`src/rtl/date_pkg.sv`:
```
// Shared calendar types, month constants and leap-year rule for the date counter.
// Leap rule only needs to hold for years 2000-2099, where every fourth year is leap.
package date_pkg;

  typedef logic [4:0] day_t;
  typedef logic [3:0] month_t;

  localparam month_t MONTH_JAN = 4'd1;
  localparam month_t MONTH_FEB = 4'd2;
  localparam month_t MONTH_MAR = 4'd3;
  localparam month_t MONTH_APR = 4'd4;
  localparam month_t MONTH_MAY = 4'd5;
  localparam month_t MONTH_JUN = 4'd6;
  localparam month_t MONTH_JUL = 4'd7;
  localparam month_t MONTH_AUG = 4'd8;
  localparam month_t MONTH_SEP = 4'd9;
  localparam month_t MONTH_OCT = 4'd10;
  localparam month_t MONTH_NOV = 4'd11;
  localparam month_t MONTH_DEC = 4'd12;

  localparam day_t       DAY_MIN    = 5'd1;
  localparam logic [2:0] RESET_WDAY = 3'd6;

  // 2100 is outside the counted range, so the century exception never applies.
  function automatic logic is_leap(input logic [6:0] year);
    return (year % 7'd4) == 7'd0;
  endfunction

endpackage

```
`src/rtl/date_counter_month_len.sv`:
```
// Combinational month length lookup: (month, year offset) -> number of days.
// Out-of-range month codes report 31 so a corrupted state still rolls over.
module month_len
  import date_pkg::*;
(
  input  month_t     month,
  input  logic [6:0] year,
  output day_t       len
);

  always_comb begin
    len = 5'd31;
    case (month)
      MONTH_FEB: len = is_leap(year) ? 5'd29 : 5'd28;
      MONTH_APR,
      MONTH_JUN,
      MONTH_SEP,
      MONTH_NOV: len = 5'd30;
      default:   len = 5'd31;
    endcase
  end

endmodule

```
`src/rtl/date_counter.sv`:
```
// Day/month/year calendar advanced by the hour counter's wrap pulse; 1-cycle update, load beats tick.
// Optional weekday tracking is built when DATE_COUNTER_WEEKDAY_EN is defined.
module date_counter
  import date_pkg::*;
#(
  parameter int YEAR_BITS = 7,
  parameter int YEAR_MAX  = 99
) (
  input  logic                 clk,
  input  logic                 clear_n,
  input  logic                 day_tick,
  input  logic                 load,
  input  logic [15:0]          data,
  input  logic                 enable,
`ifdef DATE_COUNTER_WEEKDAY_EN
  input  logic [2:0]           wday_data,
  output logic [2:0]           weekday,
`endif
  output day_t                 day,
  output month_t               month,
  output logic [YEAR_BITS-1:0] year,
  output logic                 year_wrap,
  output logic [15:0]          databus
);

  day_t                 day_q, day_d;
  month_t               month_q, month_d;
  logic [YEAR_BITS-1:0] year_q, year_d;
  logic                 year_wrap_q, year_wrap_d;

  logic [6:0] ld_year_raw;
  month_t     ld_month_raw;
  day_t       ld_day_raw;
  logic [6:0] ld_year;
  month_t     ld_month;
  day_t       ld_day;
  day_t       ld_len;
  day_t       cur_len;

  assign ld_year_raw  = data[15:9];
  assign ld_month_raw = data[8:5];
  assign ld_day_raw   = data[4:0];

  // Preset fields are clamped before the day is checked against its month.
  assign ld_month = (ld_month_raw == 4'd0 || ld_month_raw > MONTH_DEC) ? MONTH_JAN : ld_month_raw;
  assign ld_year  = (int'(ld_year_raw) > YEAR_MAX) ? 7'(YEAR_MAX) : ld_year_raw;
  assign ld_day   = (ld_day_raw == 5'd0)   ? DAY_MIN :
                    (ld_day_raw > ld_len)  ? ld_len  : ld_day_raw;

  month_len u_len_load (
    .month (ld_month),
    .year  (ld_year),
    .len   (ld_len)
  );

  month_len u_len_cur (
    .month (month_q),
    .year  (7'(year_q)),
    .len   (cur_len)
  );

  always_comb begin
    day_d       = day_q;
    month_d     = month_q;
    year_d      = year_q;
    year_wrap_d = 1'b0;
    if (load) begin
      day_d   = ld_day;
      month_d = ld_month;
      year_d  = YEAR_BITS'(ld_year);
    end else if (day_tick) begin
      // ">=" lets an out-of-range day roll over instead of counting up to 31.
      if (day_q < cur_len) begin
        day_d = day_q + 5'd1;
      end else begin
        day_d = DAY_MIN;
        if (month_q < MONTH_DEC) begin
          month_d = month_q + 4'd1;
        end else begin
          month_d = MONTH_JAN;
          if (int'(year_q) >= YEAR_MAX) begin
            year_d      = '0;
            year_wrap_d = 1'b1;
          end else begin
            year_d = year_q + YEAR_BITS'(1);
          end
        end
      end
    end
  end

  always_ff @(posedge clk or negedge clear_n) begin
    if (!clear_n) begin
      day_q       <= DAY_MIN;
      month_q     <= MONTH_JAN;
      year_q      <= '0;
      year_wrap_q <= 1'b0;
    end else begin
      day_q       <= day_d;
      month_q     <= month_d;
      year_q      <= year_d;
      year_wrap_q <= year_wrap_d;
    end
  end

`ifdef DATE_COUNTER_WEEKDAY_EN
  logic [2:0] wday_q, wday_d;

  always_comb begin
    wday_d = wday_q;
    if (load) begin
      wday_d = (wday_data == 3'd7) ? 3'd0 : wday_data;
    end else if (day_tick) begin
      wday_d = (wday_q >= 3'd6) ? 3'd0 : wday_q + 3'd1;
    end
  end

  always_ff @(posedge clk or negedge clear_n) begin
    if (!clear_n) begin
      wday_q <= RESET_WDAY;
    end else begin
      wday_q <= wday_d;
    end
  end

  assign weekday = wday_q;
`endif

  assign day       = day_q;
  assign month     = month_q;
  assign year      = year_q;
  assign year_wrap = year_wrap_q;
  assign databus   = enable ? {7'(year_q), month_q, day_q} : 16'h0000;

endmodule
```
`config.mk`:
```
export PLATFORM = sky130hd
export DESIGN_NAME = date_counter
export DESIGN_NICKNAME = d
export VERILOG_FILES = /design/src/rtl/date_pkg.sv /design/src/rtl/date_counter_month_len.sv /design/src/rtl/date_counter.sv
export SDC_FILE = /design/constraint.sdc
export NUM_CORES = 1
export LEC_CHECK = 0
export CAP_MARGIN = 0
export CORE_ASPECT_RATIO = 1.1
export CORE_MARGIN = 2
export CORE_UTILIZATION = 47
export DETAILED_ROUTE_END_ITERATION = 6
export PLACE_DENSITY = 0.85
export SETUP_SLACK_MARGIN = 0.1
export SLEW_MARGIN = 20
export SYNTH_ARGS = -nofsm -noshare
export SYNTH_HDL_FRONTEND = slang
export SYNTH_HIERARCHICAL = 1
export SYNTH_SLANG_ARGS = --single-unit
```
`constraint.sdc`:
```
create_clock -name clk -period 2.3 [get_ports clk]
set_input_delay 0.46 -clock clk [delete_from_list [all_inputs] [get_ports clk]]
set_output_delay 0.46 -clock clk [all_outputs]
set_load 0.05 [all_outputs]
```
* Word-level counts from Yosys, hierarchy flattened *
Cells that the tools add are included.
Widths: inputs -> output; s select.

storage, ports and cells
  input port bits = 21
  bits in read-only memories = 0
  register bits = 17
  bits in latches = 0
  memories kept = 0
  memory bits (writable) = 0
  output and inout bits = 33
  logic and storage cells = 61

cells by class
  bitwise logic cells = 0
  div/mod/pow operators = 0
  order comparisons = 6
  add/subtract/negate cells = 3
  multiply operators = 0
  reductions and logical operators = 10
  equal/unequal tests = 12
  shift-type cells = 0
  muxes and demuxes = 26

operators with widths
  cell                 count
  $mux 7               6
  $mux 5               5
  $mux 4               5
  $pmux 5 s2           2
  $eq 4x3->1 const B   4
  $eq 4x4->1 const B   4
  $mux 16              1
  $logic_not 7->1      2
  $eq 4x2->1 const B   2
  $reduce_or 4->1      2
  $add 7x1->7 const B  1
  $ge 7x7->1 const B   1
  $gt 7x7->1 const B   1
  $mux 1               7
  $add 5x1->5 const B  1
  $gt 5x5->1           1
  $logic_not 5->1      1
  $lt 5x5->1           1
  $add 4x1->4 const B  1
  $gt 4x4->1 const B   1
  $logic_not 4->1      1
  $lt 4x4->1 const B   1
  $ne 2x2->1 const B   2
  $reduce_and 3->1     1
  other kinds (3)      3

* Logic depth before layout (Yosys ltp) *
Gate-level depths: netlist of the first run.

  depth in word-level cells = 10
  depth in mapped cells = 10
  mapped depth without buffers = 10

* Modules after synthesis *
The synthesis of the first run kept the hierarchy.

modules (own cells, without submodules)
  module        area an instance (µm²)  times used  cells an instance  seq. area each (µm²)
  date_counter  1616.6                  1           192                427.9
  month_len     72.6                    2           10                 0.0

* Least setup slack after synthesis of the first run *
OpenSTA, ideal clock, no wires.

  path kind = input to register
  start = input data[7]
  end = register day_q[4], in the netlist day[4]
  setup time = 126 ps
  data arrival time = 2611 ps
  path buffers = 0
  stages on the path = 9
  setup slack = -438 ps
  path through = and3_1 -> or3_1 -> or4b_1 -> inv_1 -> ha_1 -> nor2b_1 -> o31ai_2 -> a21oi_2 -> a311o_1

between the ends
  word-level cells in the longest chain between the ends = 10
  elaborated cells between the ends (all ways) = 15

ends and longest elaborated chain
  item                                           RTL line                      source
  start: declaration                             date_counter.sv:13            input logic [15:0] data,
  $gt 4x4->1 or $logic_not 4->1 (tied branches)  date_counter.sv:45            assign ld_month = (ld_month_raw == 4'd0 || ld_month_raw > MONTH_DEC) ? MONTH_JAN : ld_month_raw;
  $logic_or 1x1->1 (*)                           date_counter.sv:45
  $mux 4 (*)                                     date_counter.sv:45
  named net ld_month[0]                          date_counter.sv:35            month_t ld_month;
  $eq 4x3->1 or $eq 4x4->1 (tied branches)       date_counter_month_len.sv:13  case (month)
  $reduce_or 4->1                                date_counter_month_len.sv:13
  $pmux 5 s2 (*)                                 date_counter_month_len.sv:13
  named net ld_len[1]                            date_counter.sv:37            day_t ld_len;
  $gt 5x5->1 (*)                                 date_counter.sv:48            (ld_day_raw > ld_len) ? ld_len : ld_day_raw;
  $mux 5 (*)                                     date_counter.sv:48
  $mux 5 (*)                                     date_counter.sv:47            assign ld_day = (ld_day_raw == 5'd0) ? DAY_MIN :
  $mux 5 (*)                                     date_counter.sv:67            if (load) begin
  end signal: assignment                         date_counter.sv:99            day_q <= day_d;
  end: declaration                               date_counter.sv:26            day_t day_q, day_d;

The timed path passes the listed nets; every way through them passes the cells marked *.
A chain may end at the register's enable or synchronous reset.

* Worst setup path in the final report of the first run *
  start = input data[6]
  end = register day_q[4], in the netlist day[4]

The elaborated chain is that of the path after synthesis.

==> results of run 1 <==
[through the flow]
| step | hold WS [ps] | cell area (um2) | std cells | util, % | total power [mW] |
|---|---|---|---|---|---|
| final | 519 | 2860 | 344 | 79.6 | 1.99 |
| after global routing | 541 | 2860 | 344 | 79.6 | 2.08 |
| after CTS | 534 | 2840 | 342 | 78.9 | 1.94 |
| after detailed placement | 568 | 2690 | 334 | 74.7 | 1.68 |
| after global placement | 557 | 2690 | 334 | 74.7 | 1.65 |
| after floorplan | 164 | 1780 | 211 | - | 1.19 |
[how the worst min path moves through the flow]
stage | end | cells after the start
global placement | year[6] | 1
global route | year[4] | 2
detailed placement | year[6] | 1
finish | year[4] | 2
floorplan | day[1] | 0
CTS | year[5] | 2
[power groups by stage]
| stage | clock (mW) | combinational, mW | sequential [mW] |
|---|---|---|---|
| floorplan | 0 | 0.523 | 0.667 |
| global placement | 0 | 1.20 | 0.452 |
| detailed placement | 0 | 1.22 | 0.456 |
| CTS | 0.230 | 1.26 | 0.451 |
| global route | 0.242 | 1.37 | 0.464 |
| finish | 0.233 | 1.31 | 0.454 |
[cell type report]
type | instances | area, um2
fill | 218 | 733
inverter | 13 | 48.8
timing repair buffer | 89 | 956
tap | 50 | 62.6
clock inverter | 1 | 5.00
sequential | 17 | 432
multi-input combinational | 171 | 1320
clock buffer | 3 | 41.3
[worst register-to-register path, delay by kind of cell, from the launching register on]
family	cells	cell delay (ps)
adders and majority gates	1	220
muxes	1	220
and+or+nand+nor	2	630
DFF	1	400
AOI/OAI and AO/OA	3	610
buffers and inverters	1	70
[layout by cell type, fill, tap and decap left out, drive strengths merged, types with 6 or more instances in the layout]
cell,count
buf,55
clkdlybuf4s50,27
and2,17
nand2,16
nor2,15
dfrtp,15
o21ai,15
inv,13
ha,12
nand3,10
a21oi,7
conb,6
clkbuf,6
[registers in the layout (all words and copies together), names as in the netlist]
signal,count
day,5
month,4
year,7
year_wrap,1
[layer usage]
| layer | routed length (um) | up-vias |
|---|---|---|
| li1 | - | 924 |
| met1 | 2180 | 968 |
| met2 | 2880 | 91 |
| met3 | 273 | 27 |
| met4 | 211 | 0 |
| met5 | 0 | - |
[what timing repair did]
item	in CTS	in global routing
gates resized for setup	36	10
buffers inserted	4	2
endpoints found under the hold margin	0	0
setup endpoints to repair	6	9
pin swaps	14	9
==> metrics.yaml, run 1 <==
dr.pass1.iters: 4
rr_worst_depth: 8
avgSynthCellArea_um2: 8.38
max_freq_ghz: 0.386
grt_util_met3_pct: 2.49
fin_crit_sh_pct: 113
gr-total-overflow: 0
grt_pass1_wl_um: 8690
die-area_um2: 4190
drv_cap: 0
cts_buffers: 3
endpoint_kind: "flip-flop"
io_pins: 54
vias: 2010
synth_cells: 207
drtAntennaViolNets: 0
num_rows: 23
p_seq_share_pct: 22.8
finalMaxSlewViolations: 0
clk_pin_slew_ps: 70
hold_path.class: "in -> async"
crit_arrival_ps: 2730
fin_worst_skew_ps: 9.25
hold_viol: 0
rsz0062_at_grt: "yes"
reg2reg_to: "day[0]"
setup_ws_ps: -291
worstSetupStartpointType: "input port"
drtIter0Drc: 158
cts_tree: "yes"
critPathBufInv: 2
critPathTopFamily: "simple AND/OR/NAND/NOR gates"
track_usage_pct: 27.3
root_buffer: "clkbuf_8"
met1_usage_pct: 33.9
htreeDepth: 1
n_antenna_cell: 0
finalSetupViolations: 5
antenna_found_initial: 0
intPower_mw: 1.03
p_per_area_nw_per_um2: 695
grt_busiest_layer: "met2"
critical_path_class: "in -> reg"
wl_per_cell_um: 16.1
drc: 0
p_sw_share_pct: 48.2
leakage_nw: 1.31
max_stage_delay_ps: 540
cp-endpoint: "day[4]"
regToRegStartpoint: "month[3]"
violations: "setup timing"
clk_latency_ps: 260
dp_slack_ps: -997
tns_ps: -1300
dp.final_hpwl_um: 3960
worst_pin_slew_ps: 511
via_per_inst: 5.84
crit_chain: "buf_8 -> and3_4 -> or3_4 -> or4b_4 -> inv_2 -> ha_4 -> nor2b_4 -> o31ai_4 -> a21oi_4 -> a311o_1"
period_minus_slack_ps: 2590
io_buffers: 53
routed_wl_um: 5550
cpMaxStageDelayCell: "or4b_4"
drive_gt1_share_pct: 33.3
crit_start: "data[6]"
dieWidth_um: 61.9
critical_path_cell_count: 10
nNetsFinal: 328
clockPowerShare_pct: 11.7
hold_buffers: 0
pwr-share-comb_pct: 65.5
grt_pass1_vias: 1911
peakVddDrop_v: 0.000426
gp_congestion: 0.852
start_util_pct: 48.2
die_h_um: 67.7
regToRegSetupSlack_ps: 50
critical_path.max_fanout: 7
cts.sink_count: 17
syn_area_um2: 1740
clockBufferDepth: 2
status: "finished, violations left"
areaGrowthSynthToFinish_pct: 65.0
core_um2: 3600
maxSlewHeadroom_pct: 65.8
gr-usage-met2_pct: 48.4
crit_required_ps: 2440
grt_max_degree: 18
yosys_warnings: 6
p_switching_mw: 0.960
Power figures use the tool's default switching activity.
==> inputs of run 2 (changes only) <==
--- a/config.mk
+++ b/config.mk
@@ -6,11 +6,13 @@
 export NUM_CORES = 1
 export LEC_CHECK = 0
 export CAP_MARGIN = 0
+export CELL_PAD_IN_SITES_DETAIL_PLACEMENT = 2
+export CELL_PAD_IN_SITES_GLOBAL_PLACEMENT = 2
 export CORE_ASPECT_RATIO = 1.1
 export CORE_MARGIN = 2
-export CORE_UTILIZATION = 47
+export CORE_UTILIZATION = 27
 export DETAILED_ROUTE_END_ITERATION = 6
-export PLACE_DENSITY = 0.85
+export PLACE_DENSITY = 0.86
 export SETUP_SLACK_MARGIN = 0.1
 export SLEW_MARGIN = 20
 export SYNTH_ARGS = -nofsm -noshare
==> run 2 against run 1 <==
Compared with the run above:
- the run still ends with setup timing left
- clock-buffer cell count is 1 higher
- global-route usage is 4.2 points lower
- register-to-register slack worse by 80 ps
- power is 12% higher
- flip-flop and latch count stayed put
- via count is 6.1% higher
- sequential power is 4.6% higher
- sequential share of layout area is 1.1 points lower
- cell count is 12% higher
- combinational power is 15% higher
- critical path depth is 3 higher
- cell area is 8.2% higher
- largest power group unchanged
==> metrics.yaml, run 2 (same netlist as run 1, synthesis figures left out) <==
dr.pass1.iters: 4  # unchanged
dieWidth_um: 80.4  # +30%
pwr-share-comb_pct: 67.5  # +2.0 points
die-area_um2: 7090  # +69%
tns_ps: -1950  # -656 ps
htreeDepth: 1  # unchanged
p_switching_mw: 1.13  # +17%
cts_tree: "yes"
start_util_pct: 28.0  # -20 points
crit_required_ps: 2440  # about the same
drv_cap: 0  # unchanged
intPower_mw: 1.10  # +6.9%
die_h_um: 88.1  # +30%
clockBufferDepth: 2  # unchanged
drtIter0Drc: 132  # -16%
grt_max_degree: 24  # +6
rsz0062_at_grt: "yes"
finalSetupViolations: 5  # unchanged
io_buffers: 53  # unchanged
p_sw_share_pct: 50.6  # +2.4 points
root_buffer: "clkbuf_8"
worst_pin_slew_ps: 587  # +76.5 ps
n_antenna_cell: 0  # unchanged
drtAntennaViolNets: 0  # unchanged
hold_path.class: "in -> async"
final_common_cell: "buf_4"
areaGrowthSynthToFinish_pct: 78.5
fin_crit_sh_pct: 119  # +6.2 points
clk_pin_slew_ps: 80  # about the same
gr-total-overflow: 0  # unchanged
worstSetupStartpointType: "input port"
cts.sink_count: 17  # unchanged
track_usage_pct: 23.1  # -4.2 points
largest_reg_flops: 7  # unchanged
vias: 2132  # +6.1%
drc: 0  # unchanged
dp.final_hpwl_um: 5720  # +44%
holdWs_ps: 529  # +9.83 ps
violations: "setup timing"
leakage_nw: 1.38  # +5.8%
wl_per_cell_um: 24.8  # +54%
final_cell_mix: "buf_4 (47), clkdlybuf4s50_1 (26), buf_12 (17)"
num_rows: 30  # +30%
grt_pass1_vias: 2270  # +19%
grt_pass1_wl_um: 12400  # +43%
critical_path_class: "in -> reg"
antenna_found_initial: 0  # unchanged
core_um2: 6190  # +72%
nNetsFinal: 340  # +3.7%
via_per_inst: 5.52  # -5.5%
routed_wl_um: 9570  # +72%
hold_buffers: 0  # unchanged
period_minus_slack_ps: 2730  # +142 ps
status: "finished, violations left"
cts_buffers: 3  # unchanged
peakVddDrop_v: 0.000261  # -39%
p_seq_share_pct: 21.3  # -1.5 points
io_pins: 54  # unchanged
fin_worst_skew_ps: 12.3  # +3.02 ps
setup_ws_ps: -433  # -142 ps
endpoint_kind: "flip-flop"
drive_gt1_share_pct: 40.8  # +7.5 points
dp_slack_ps: -1050  # -50.7 ps
gp_congestion: 0.823  # -3.4%
hold_viol: 0  # unchanged
critical_path.max_fanout: 7  # unchanged
clk_latency_ps: 270  # about the same
max_freq_ghz: 0.366  # -5.2%
fillers: 645  # +200%
clockPowerShare_pct: 11.2  # -0.5 points
p_per_area_nw_per_um2: 720  # +3.5%
crit_arrival_ps: 2870  # +140 ps
maxSlewHeadroom_pct: 60.6  # -5.3 points
finalMaxSlewViolations: 0  # unchanged
==> run 2: what timing repair did <==
| action | in CTS | in global routing |
|---|---|---|
| pin swaps | 20 | 12 |
| resized for setup | 48 | 23 |
| setup endpoints to repair | 9 | 16 |
| setup buffers | 10 | 5 |
==> run 2: worst max-delay path, stage by stage <==
cell and delay, ps:
buf_8 90, and3_4 170, or3_4 400, buf_4 150
buf_4 140, nor3b_4 250, a211oi_2 100, ha_1 310
nand3_2 80, o22ai_2 80, a21oi_4 250, mux2i_1 300
o21ai_1 80
==> run 2: through the flow <==
step	utilization (%)	total power, mW	area, um2	std cells
global route	50.0	2.32	3100	386
CTS	48.2	2.07	2990	381
finish	50.0	2.23	3100	386
global placement	44.5	1.69	2760	367
detailed placement	44.5	1.76	2760	367
floorplan	-	1.19	1780	211
==> run 2: area by class of cell <==
class	instances	area, um2	area share, %
well taps	80	100	3.23
clock buffers	4	45.0	1.45
flip-flops and latches	17	432	13.9
multi-input cells	171	1410	45.6
repair buffers	101	1060	34.1
inverters	13	51.3	1.66
==> run 2: worst paths after layout <==
check / startpoint / slack [ps] / end / depth (start not counted)
min in group clk: year[4] / 660 / year[4] / 2
worst max register to register: month[3] / -30 / day[2] / 8
worst min-delay path: clear_n / 530 / year[5] / 2
max in group asynchronous: clear_n / 1480 / day[0] / 2
worst min register to register: year[4] / 660 / year[4] / 2
worst max-delay path: data[6] / -430 / day[1] / 13
==> run 2: power groups by stage <==
stage	registers [mW]	logic (mW)	clock network (mW)
after floorplan	0.667	0.523	0
after detailed placement	0.462	1.30	0
after global placement	0.452	1.24	0
after CTS	0.459	1.37	0.239
after global routing	0.480	1.58	0.261
final	0.475	1.51	0.249
==> run 2: per-layer routing <==
metal  up-vias  global-route usage (%)  wire (um)
met5         -                       0          0
met4         0                    7.09        359
met1      1080                    27.4       3620
met2        76                    43.6       5250
met3        25                    1.96        332
li1        951                       -          -
